File: config.mk
export PLATFORM = sky130hd
export DESIGN_NAME = fifo_word_serializer
export DESIGN_NICKNAME = d
export VERILOG_FILES = /design/src/rtl/fifo_ser_pkg.sv /design/src/rtl/ser_shift_reg.sv /design/src/rtl/fifo_word_serializer.sv
export SDC_FILE = /design/constraint.sdc
export NUM_CORES = 1
export LEC_CHECK = 0
export CAP_MARGIN = 0
export CORE_ASPECT_RATIO = 0.9
export CORE_UTILIZATION = 53
export CTS_CLUSTER_SIZE = 28
export DETAILED_ROUTE_END_ITERATION = 8
export PLACE_DENSITY = 0.78
export RECOVER_POWER = 100
export SLEW_MARGIN = 5
export SYNTH_ARGS = -nofsm -noshare
export SYNTH_HDL_FRONTEND = slang
export SYNTH_SLANG_ARGS = --single-unit
File: constraint.sdc
create_clock -name clk -period 2.35 [get_ports clk]
set_clock_uncertainty 0.15 [all_clocks]
set_input_delay 0.47 -clock clk [delete_from_list [all_inputs] [get_ports clk]]
set_output_delay 0.47 -clock clk [all_outputs]
set_load 0.005 [all_outputs]
File: src/rtl/fifo_ser_pkg.sv
// Shared types and constants for the FIFO word serializer.
package fifo_ser_pkg;

   localparam int FIFO_WIDTH = 16;

   typedef enum logic [1:0] {
      IDLE   = 2'd0,
      SHIFT  = 2'd1,
      PARITY = 2'd2
   } ser_state_t;

endpackage

File: src/rtl/ser_shift_reg.sv
// Parallel-load shift register; shifts toward the output end, filling with zero.
module ser_shift_reg #(
   parameter int WIDTH     = 16,
   parameter int MSB_FIRST = 1
) (
   input  logic             clk,
   input  logic             rst,
   input  logic             i_load,
   input  logic [WIDTH-1:0] i_data,
   input  logic             i_shift,
   output logic             o_bit
);

   logic [WIDTH-1:0] r_shreg;

   // Load takes priority so a reload on the final beat starts the next word cleanly.
   always_ff @(posedge clk) begin
      if (rst) begin
         r_shreg <= '0;
      end else if (i_load) begin
         r_shreg <= i_data;
      end else if (i_shift) begin
         if (MSB_FIRST != 0) begin
            r_shreg <= {r_shreg[WIDTH-2:0], 1'b0};
         end else begin
            r_shreg <= {1'b0, r_shreg[WIDTH-1:1]};
         end
      end else begin
         r_shreg <= r_shreg;
      end
   end

   assign o_bit = (MSB_FIRST != 0) ? r_shreg[WIDTH-1] : r_shreg[0];

endmodule

File: src/rtl/fifo_word_serializer.sv
// Pops words from a FIFO and streams them bit-serially over valid/ready.
// Define FIFO_WORD_SERIALIZER_PARITY_EN to append an even-parity beat per word.
module fifo_word_serializer
   import fifo_ser_pkg::*;
#(
   parameter int WIDTH     = FIFO_WIDTH,
   parameter int MSB_FIRST = 1
) (
   input  logic             clk,
   input  logic             rst,
   input  logic             fifo_emp,
   input  logic [WIDTH-1:0] fifo_data,
   output logic             fifo_pop,
   output logic             ser_data,
   output logic             ser_valid,
   input  logic             ser_ready,
   output logic             ser_last,
   output logic             busy
);

   localparam int               CNT_W    = $clog2(WIDTH);
   localparam logic [CNT_W-1:0] CNT_LOAD = CNT_W'(WIDTH - 1);

   ser_state_t       r_state;
   logic [CNT_W-1:0] r_bit_cnt;
   logic             w_data_beat;
   logic             w_last_data;
   logic             w_word_done;
   logic             w_pop;
   logic             w_shift;
   logic             w_shbit;

   assign w_data_beat = (r_state == SHIFT);
   assign w_last_data = w_data_beat & (r_bit_cnt == '0);
   assign w_shift     = w_data_beat & ser_ready;

`ifdef FIFO_WORD_SERIALIZER_PARITY_EN
   logic r_parity;

   // Even parity of the word, captured alongside the data at load time.
   always_ff @(posedge clk) begin
      if (rst) begin
         r_parity <= 1'b0;
      end else if (w_pop) begin
         r_parity <= ^fifo_data;
      end else begin
         r_parity <= r_parity;
      end
   end

   assign w_word_done = (r_state == PARITY) & ser_ready;
   assign ser_valid   = w_data_beat | (r_state == PARITY);
   assign ser_data    = (r_state == PARITY) ? r_parity : w_shbit;
   assign ser_last    = (r_state == PARITY);
`else
   assign w_word_done = w_last_data & ser_ready;
   assign ser_valid   = w_data_beat;
   assign ser_data    = w_shbit;
   assign ser_last    = w_last_data;
`endif

   // Popping during reset would lose a word that is about to be discarded.
   assign w_pop    = ~rst & ~fifo_emp & ((r_state == IDLE) | w_word_done);
   assign fifo_pop = w_pop;
   assign busy     = (r_state != IDLE);

   // Sequencing: load on pop, count beats down, reload or retire at the word end.
   always_ff @(posedge clk) begin
      if (rst) begin
         r_state   <= IDLE;
         r_bit_cnt <= '0;
      end else begin
         case (r_state)
            IDLE: begin
               if (w_pop) begin
                  r_state   <= SHIFT;
                  r_bit_cnt <= CNT_LOAD;
               end else begin
                  r_state   <= IDLE;
               end
            end
            SHIFT: begin
               if (!ser_ready) begin
                  r_state <= SHIFT;
               end else if (r_bit_cnt != '0) begin
                  r_bit_cnt <= r_bit_cnt - CNT_W'(1);
`ifdef FIFO_WORD_SERIALIZER_PARITY_EN
               end else begin
                  r_state <= PARITY;
               end
            end
            PARITY: begin
               if (!ser_ready) begin
                  r_state <= PARITY;
               end else if (w_pop) begin
                  r_state   <= SHIFT;
                  r_bit_cnt <= CNT_LOAD;
               end else begin
                  r_state <= IDLE;
               end
            end
`else
               end else if (w_pop) begin
                  r_bit_cnt <= CNT_LOAD;
               end else begin
                  r_state <= IDLE;
               end
            end
`endif
            default: begin
               r_state   <= IDLE;
               r_bit_cnt <= '0;
            end
         endcase
      end
   end

   ser_shift_reg #(
      .WIDTH     (WIDTH),
      .MSB_FIRST (MSB_FIRST)
   ) u_shreg (
      .clk     (clk),
      .rst     (rst),
      .i_load  (w_pop),
      .i_data  (fifo_data),
      .i_shift (w_shift),
      .o_bit   (w_shbit)
   );

endmodule

### Yosys cells after proc, flatten, opt, wreduce, memory -nomap -nowiden

Index checks and enable logic that the tools add are counted.

| word-level totals | value |
|---|---|
| bits in writable memories | 0 |
| bits in latches | 0 |
| output and inout port bits | 5 |
| ROM bits | 0 |
| logic and storage cells | 33 |
| memories | 0 |
| flip-flop bits (word level) | 22 |

| cells by class | value |
|---|---|
| shift operators | 0 |
| $mul | 0 |
| order comparisons | 0 |
| div/mod/pow operators | 0 |
| add/sub/neg operators | 1 |
| eq/ne operators | 4 |
| bitwise logic cells | 8 |
| reduce and logical (&&, ||, !) cells | 6 |
| muxes and demuxes | 11 |

Operators by type and width:

| cell | count |
|---|---|
| $mux W16 | 2 |
| $mux W4 | 3 |
| $pmux W4 S2 | 1 |
| $mux W2 | 3 |
| $ne A3 B3 Y1 const B | 2 |
| $and A1 B1 Y1 | 5 |
| $logic_not A4 Y1 | 1 |
| $pmux W2 S2 | 1 |
| $reduce_bool A2 Y1 | 2 |
| $reduce_bool A4 Y1 | 1 |
| $sub A4 B1 Y4 const B | 1 |
| $eq A2 B1 Y1 const B | 1 |
| $logic_not A2 Y1 | 1 |
| $ne A2 B2 Y1 const B | 1 |
| $not A1 Y1 | 2 |
| $reduce_and A2 Y1 | 1 |
| $mux W1 | 1 |
| $or A1 B1 Y1 | 1 |

### Logic depth before layout (Yosys ltp)

| logic depth | value |
|---|---|
| depth in word-level cells | 9 |
| gate-level depth with buffers | 8 |

### Hierarchy

Synthesis repeated with hierarchy kept, for this count alone.

| second synthesis, totals | value |
|---|---|
| cells, all modules | 114 |
| area, all modules | 1112.3 um^2 |

Modules (own cells, without submodules):

| module | area each (um^2) | cells each | instances |
|---|---|---|---|
| ser_shift_reg | 764.5 | 71 | 1 |
| fifo_word_serializer | 347.8 | 43 | 1 |

### Least setup slack after synthesis

OpenSTA, ideal clock, no wires.

| timing path | value |
|---|---|
| kind | register -> register |
| start | register r_bit_cnt[0] |
| end | register u_shreg.r_shreg[6] |
| stages on the path, launching flop included | 9 |
| arrival time | 1764 ps |
| path slack | 289 ps |
| period minus slack after synthesis | 2061 ps |
| buffers on the path | 2 |
| setup time | 147 ps |
| path through | dfxtp_1 -> inv_1 -> ha_1 -> or3b_1 -> buf_6 -> buf_6 -> or4_1 -> o31ai_1 -> a2111oi_2 |

| between the ends | value |
|---|---|
| cells in the longest elaborated chain, start to end | 6 |
| elaborated cells on any way between the ends | 7 |
| those cells by class | 1 x mux; 4 x bitwise; 2 x reduce/logical |

Ends and longest elaborated chain:

| item | line | RTL |
|---|---|---|
| start: declaration | fifo_word_serializer.sv:25 | `logic [CNT_W-1:0] r_bit_cnt;` |
| start signal: assignment | fifo_word_serializer.sv:86 | `r_bit_cnt <= r_bit_cnt - CNT_W'(1);` |
| $logic_not A4 Y1 * | fifo_word_serializer.sv:34 | `assign w_last_data = w_data_beat & (r_bit_cnt == '0);` |
| $and A1 B1 Y1 * | fifo_word_serializer.sv:34 |  |
| $and A1 B1 Y1 * | fifo_word_serializer.sv:56 | `assign w_word_done = w_last_data & ser_ready;` |
| $or A1 B1 Y1 * | fifo_word_serializer.sv:63 | `assign w_pop = ~rst & ~fifo_emp & ((r_state == IDLE) \| w_word_done);` |
| $and A1 B1 Y1 * | fifo_word_serializer.sv:63 |  |
| $mux W16 / $reduce_bool A2 Y1 (equally long branches) | -- |  |
| end signal: assignment | ser_shift_reg.sv:21 | `r_shreg <= i_data;` |
| end signal: assignment | ser_shift_reg.sv:24 | `r_shreg <= {r_shreg[WIDTH-2:0], 1'b0};` |
| end signal: assignment | ser_shift_reg.sv:26 | `r_shreg <= {1'b0, r_shreg[WIDTH-1:1]};` |
| end: declaration | ser_shift_reg.sv:14 | `logic [WIDTH-1:0] r_shreg;` |

Mark *: on every way between the ends. The rest lies on a longest branch, timed or not.
A chain may end at the register's enable or synchronous reset.

### Worst setup path in the final report

| timing path | value |
|---|---|
| start | register r_bit_cnt[0] |
| end | output ser_last |

| between the ends | value |
|---|---|
| cells in the longest elaborated chain, start to end | 2 |

Ends and longest elaborated chain:

| item | line | RTL |
|---|---|---|
| $logic_not A4 Y1 | fifo_word_serializer.sv:34 |  |
| $and A1 B1 Y1 | fifo_word_serializer.sv:34 |  |
| end: declaration | fifo_word_serializer.sv:17 | `output logic ser_last,` |

No other way between the ends.

==> impl_metrics.tcl <==
set metrics [dict create \
    die_area_um2 3030 \
    critPathLaunchType "flip-flop" \
    die_w_um 57.9 \
    syn_avg_cell_area_um2 8.23 \
    drv_cap 0 \
    r2r-end "u_shreg.r_shreg[4]$_SDFFE_PP0P_" \
    synthXorXnorAreaFrac_pct 0 \
    dr_wl_met2_um 1870 \
    syn_area_um2 1490 \
    fin_util_pct 69.2 \
    reg2reg_slack_ns 0.27 \
    synth.net_count 203 \
    cp.required_ns 1.73 \
    wire_per_inst_um 17.4 \
    critPathBufInv 2 \
    syn_inst 181 \
    clk_path_buf_depth 2 \
    grt_pass1_vias 1442 \
    path_cells "inv_2, ha_4, or3b_4, nor2_2, clkdlybuf4s15_1" \
    port_buffers 24 \
    placed_cell_area_um2 1750 \
    placed_cells 223 \
    irDropWorstVdd_uv 378 \
    p_leak_nw 0.616 \
    wl_met3_um 183 \
    antennaDiodeCount 0 \
    hold_viol 0 \
    dp_hpwl_um 2510 \
    die_h_um 52.3 \
    arrival_ns 1.63 \
    synth_top_family_by_area "compound AO/OA/AOI/OAI gates" \
    wl_met1_um 1880 \
    cts.sinks 21 \
    pin_count 25 \
    powerDensity_nw_per_um2 524 \
    synth-simple-area-share_pct 26.1 \
    fmaxAchievable_mhz 444 \
    core_um2 2550 \
    cp-end-kind "primary output" \
    yosys_warnings 0 \
    drtAntennaViolNets 0 \
    rows 17 \
    yosysUniqueCellTypes 36 \
    fill_cells 213 \
    cts.reportedPaths.clkPinSlew_ns 0.12 \
    tightest_slew_ns 0.614 \
    synth_compound_gate_area_share_pct 32.9 \
    fin_crit_sh_pct 95.8 \
    setup_viol 0 \
    layout-drive-gt1-share_pct 14.6 \
    grt_antenna_before_repair 0 \
    max_stage_delay_ns 0.38 \
    slew_viol_final 0 \
    cts_root_buf "clkbuf_4" \
    slew_headroom_pct 59.1 \
    mostFrequentLayoutCells "o31ai_1, clkdlybuf4s50_1, dfxtp_1" \
    via_per_inst 6.91 \
    place.gp.congestion 0.799 \
    hold_ws_ns 0.373 \
    min_to "u_shreg.r_shreg[15]$_SDFFE_PP0P_" \
    fin_crit_ns 2.25 \
    rsz0062_at_grt "no" \
    cts_tree "yes" \
    area_growth_pct 18.6 \
    final_design_area_no_fill_um2 1770 \
    grt_overflow 0 \
    r2r_cells 7 \
    drc 0 \
    htree_num_levels 1 \
    cts-hold-fix-buffers 0 \
    firstDrtPassIters 4 \
    r2r-start "r_bit_cnt[0]$_SDFFE_PP0P_" \
    vias 1569 \
    slowest_stage "or3b_4" \
    numCtsBuffers 3 \
    grt_max_degree 37 \
    synth_fa_ha_area_share_pct 1.68 \
    cp_max_fo 5 \
    dr.max_layer_used "met4" \
    min_from "u_shreg.r_shreg[15]$_SDFFE_PP0P_" \
    outcome "finished, final reports clean" \
    path_class "flip-flop to primary output" \
    grt_first_pass_wirelength_um 6400 \
    final_nets 222 \
    clk_latency_ns 0.31 \
    synthMuxAreaShare_pct 1.34 \
    finalNonFillerCells 227 \
    routed_wl_um 3960 \
    mostFrequentLayoutCell "o31ai_1" \
    ys_ff_latch 21 \
    initialDrtViolationCount 92 \
    hp-class "flip-flop to flip-flop" \
    post_cts_buffers 0 \
    grt_usage_pct 27.5 \
    ys_seq_area_share_pct 28.2 \
    start_util_pct 58.4 \
    finalPower_mw 0.926 \
    whs_path_depth 2 \
    path_delay_family "simple AND/OR/NAND/NOR gates" \
]
==> how the worst max path moves through the flow <==
stage,to,start,slack (ns),depth (start not counted)
after floorplan,u_shreg.r_shreg[6]$_SDFFE_PP0P_,r_bit_cnt[0]$_SDFFE_PP0P_,0.29,8
after global placement,fifo_pop,fifo_emp,-0.09,4
after detailed placement,fifo_pop,fifo_emp,-0.09,4
after CTS,ser_last,r_bit_cnt[0]$_SDFFE_PP0P_,0.08,5
after global routing,ser_last,r_bit_cnt[0]$_SDFFE_PP0P_,0.01,5
final,ser_last,r_bit_cnt[0]$_SDFFE_PP0P_,0.1,5
==> flip-flops by register name, indices dropped and copies added (netlist names) <==
signal           flops
u_shreg.r_shreg     16
r_bit_cnt            4
r_state              1
==> tightest hold or removal path: stages, from the launching register on <==
cell and delay (ns):
dfxtp_1 0.33, nor2_1 0.09, a2111oi_0 0.06
==> repair_timing <==
item,CTS,global route
cloned,0,0
endpoints found under the setup margin,2,1
resized for setup,11,1
==> cell usage after synthesis (all sizes together) <==
cell,instances,area [um^2]
nand2b,1,6.26
o221ai,3,26.3
nor4b,1,8.76
a2111oi,12,136
a41o,1,10.0
nor2,19,71.3
nand2,6,22.5
buf,9,77.6
a21oi,8,40.0
mux2i,2,20.0
or3,14,87.6
a311oi,1,8.76
o31ai,27,203
or4,13,97.6
ha,2,25.0
inv,4,15.0
a31o,2,17.5
nor3b,2,20.0
nand4,1,6.26
a221oi,1,8.76
nand3,3,15.0
nor3,5,25.0
o21ai,4,31.3
nor2b,1,6.26
or2b,1,7.51
a41oi,1,8.76
dfxtp,21,420
clkbuf,14,52.6
or3b,1,8.76
or2,1,6.26
==> area by class of cell <==
cell class / instances / area (um^2) / area share, %
inverter: 4 / 15.0 / 0.850
tap: 28 / 35.0 / 1.98
sequential: 21 / 423 / 23.9
clock buffer: 4 / 26.3 / 1.49
multi-input combinational: 133 / 923 / 52.3
timing repair buffer: 37 / 344 / 19.5
==> routing by layer <==
metal / vias up / GRT usage, %
li1: 750 / -
met1: 759 / 34.9
met2: 55 / 48.1
met3: 5 / 5.43
met4: 0 / 5.95
met5: - / 0
==> stage by stage <==
stage	setup slack (ns)	TNS, ns
6_report	0.0978	0
3_5_place_dp	-0.0922	-0.0922
3_3_place_gp	-0.0886	-0.0886
4_1_cts	0.0791	0
2_1_floorplan	0.289	0
5_1_grt	0.0132	0
==> kinds of logic after synthesis <==
logic type | count (synthesis)
fa+ha+maj | 2
compound gates | 60
simple gates | 69
mux | 2
buf+inv | 27
flops | 21
==> where the power goes <==
group	switching, mW	total [mW]	internal, mW
clock	0.118	0.185	0.0665
sequential	0.0345	0.425	0.391
combinational	0.168	0.316	0.148
Power figures use the tool's default switching activity.
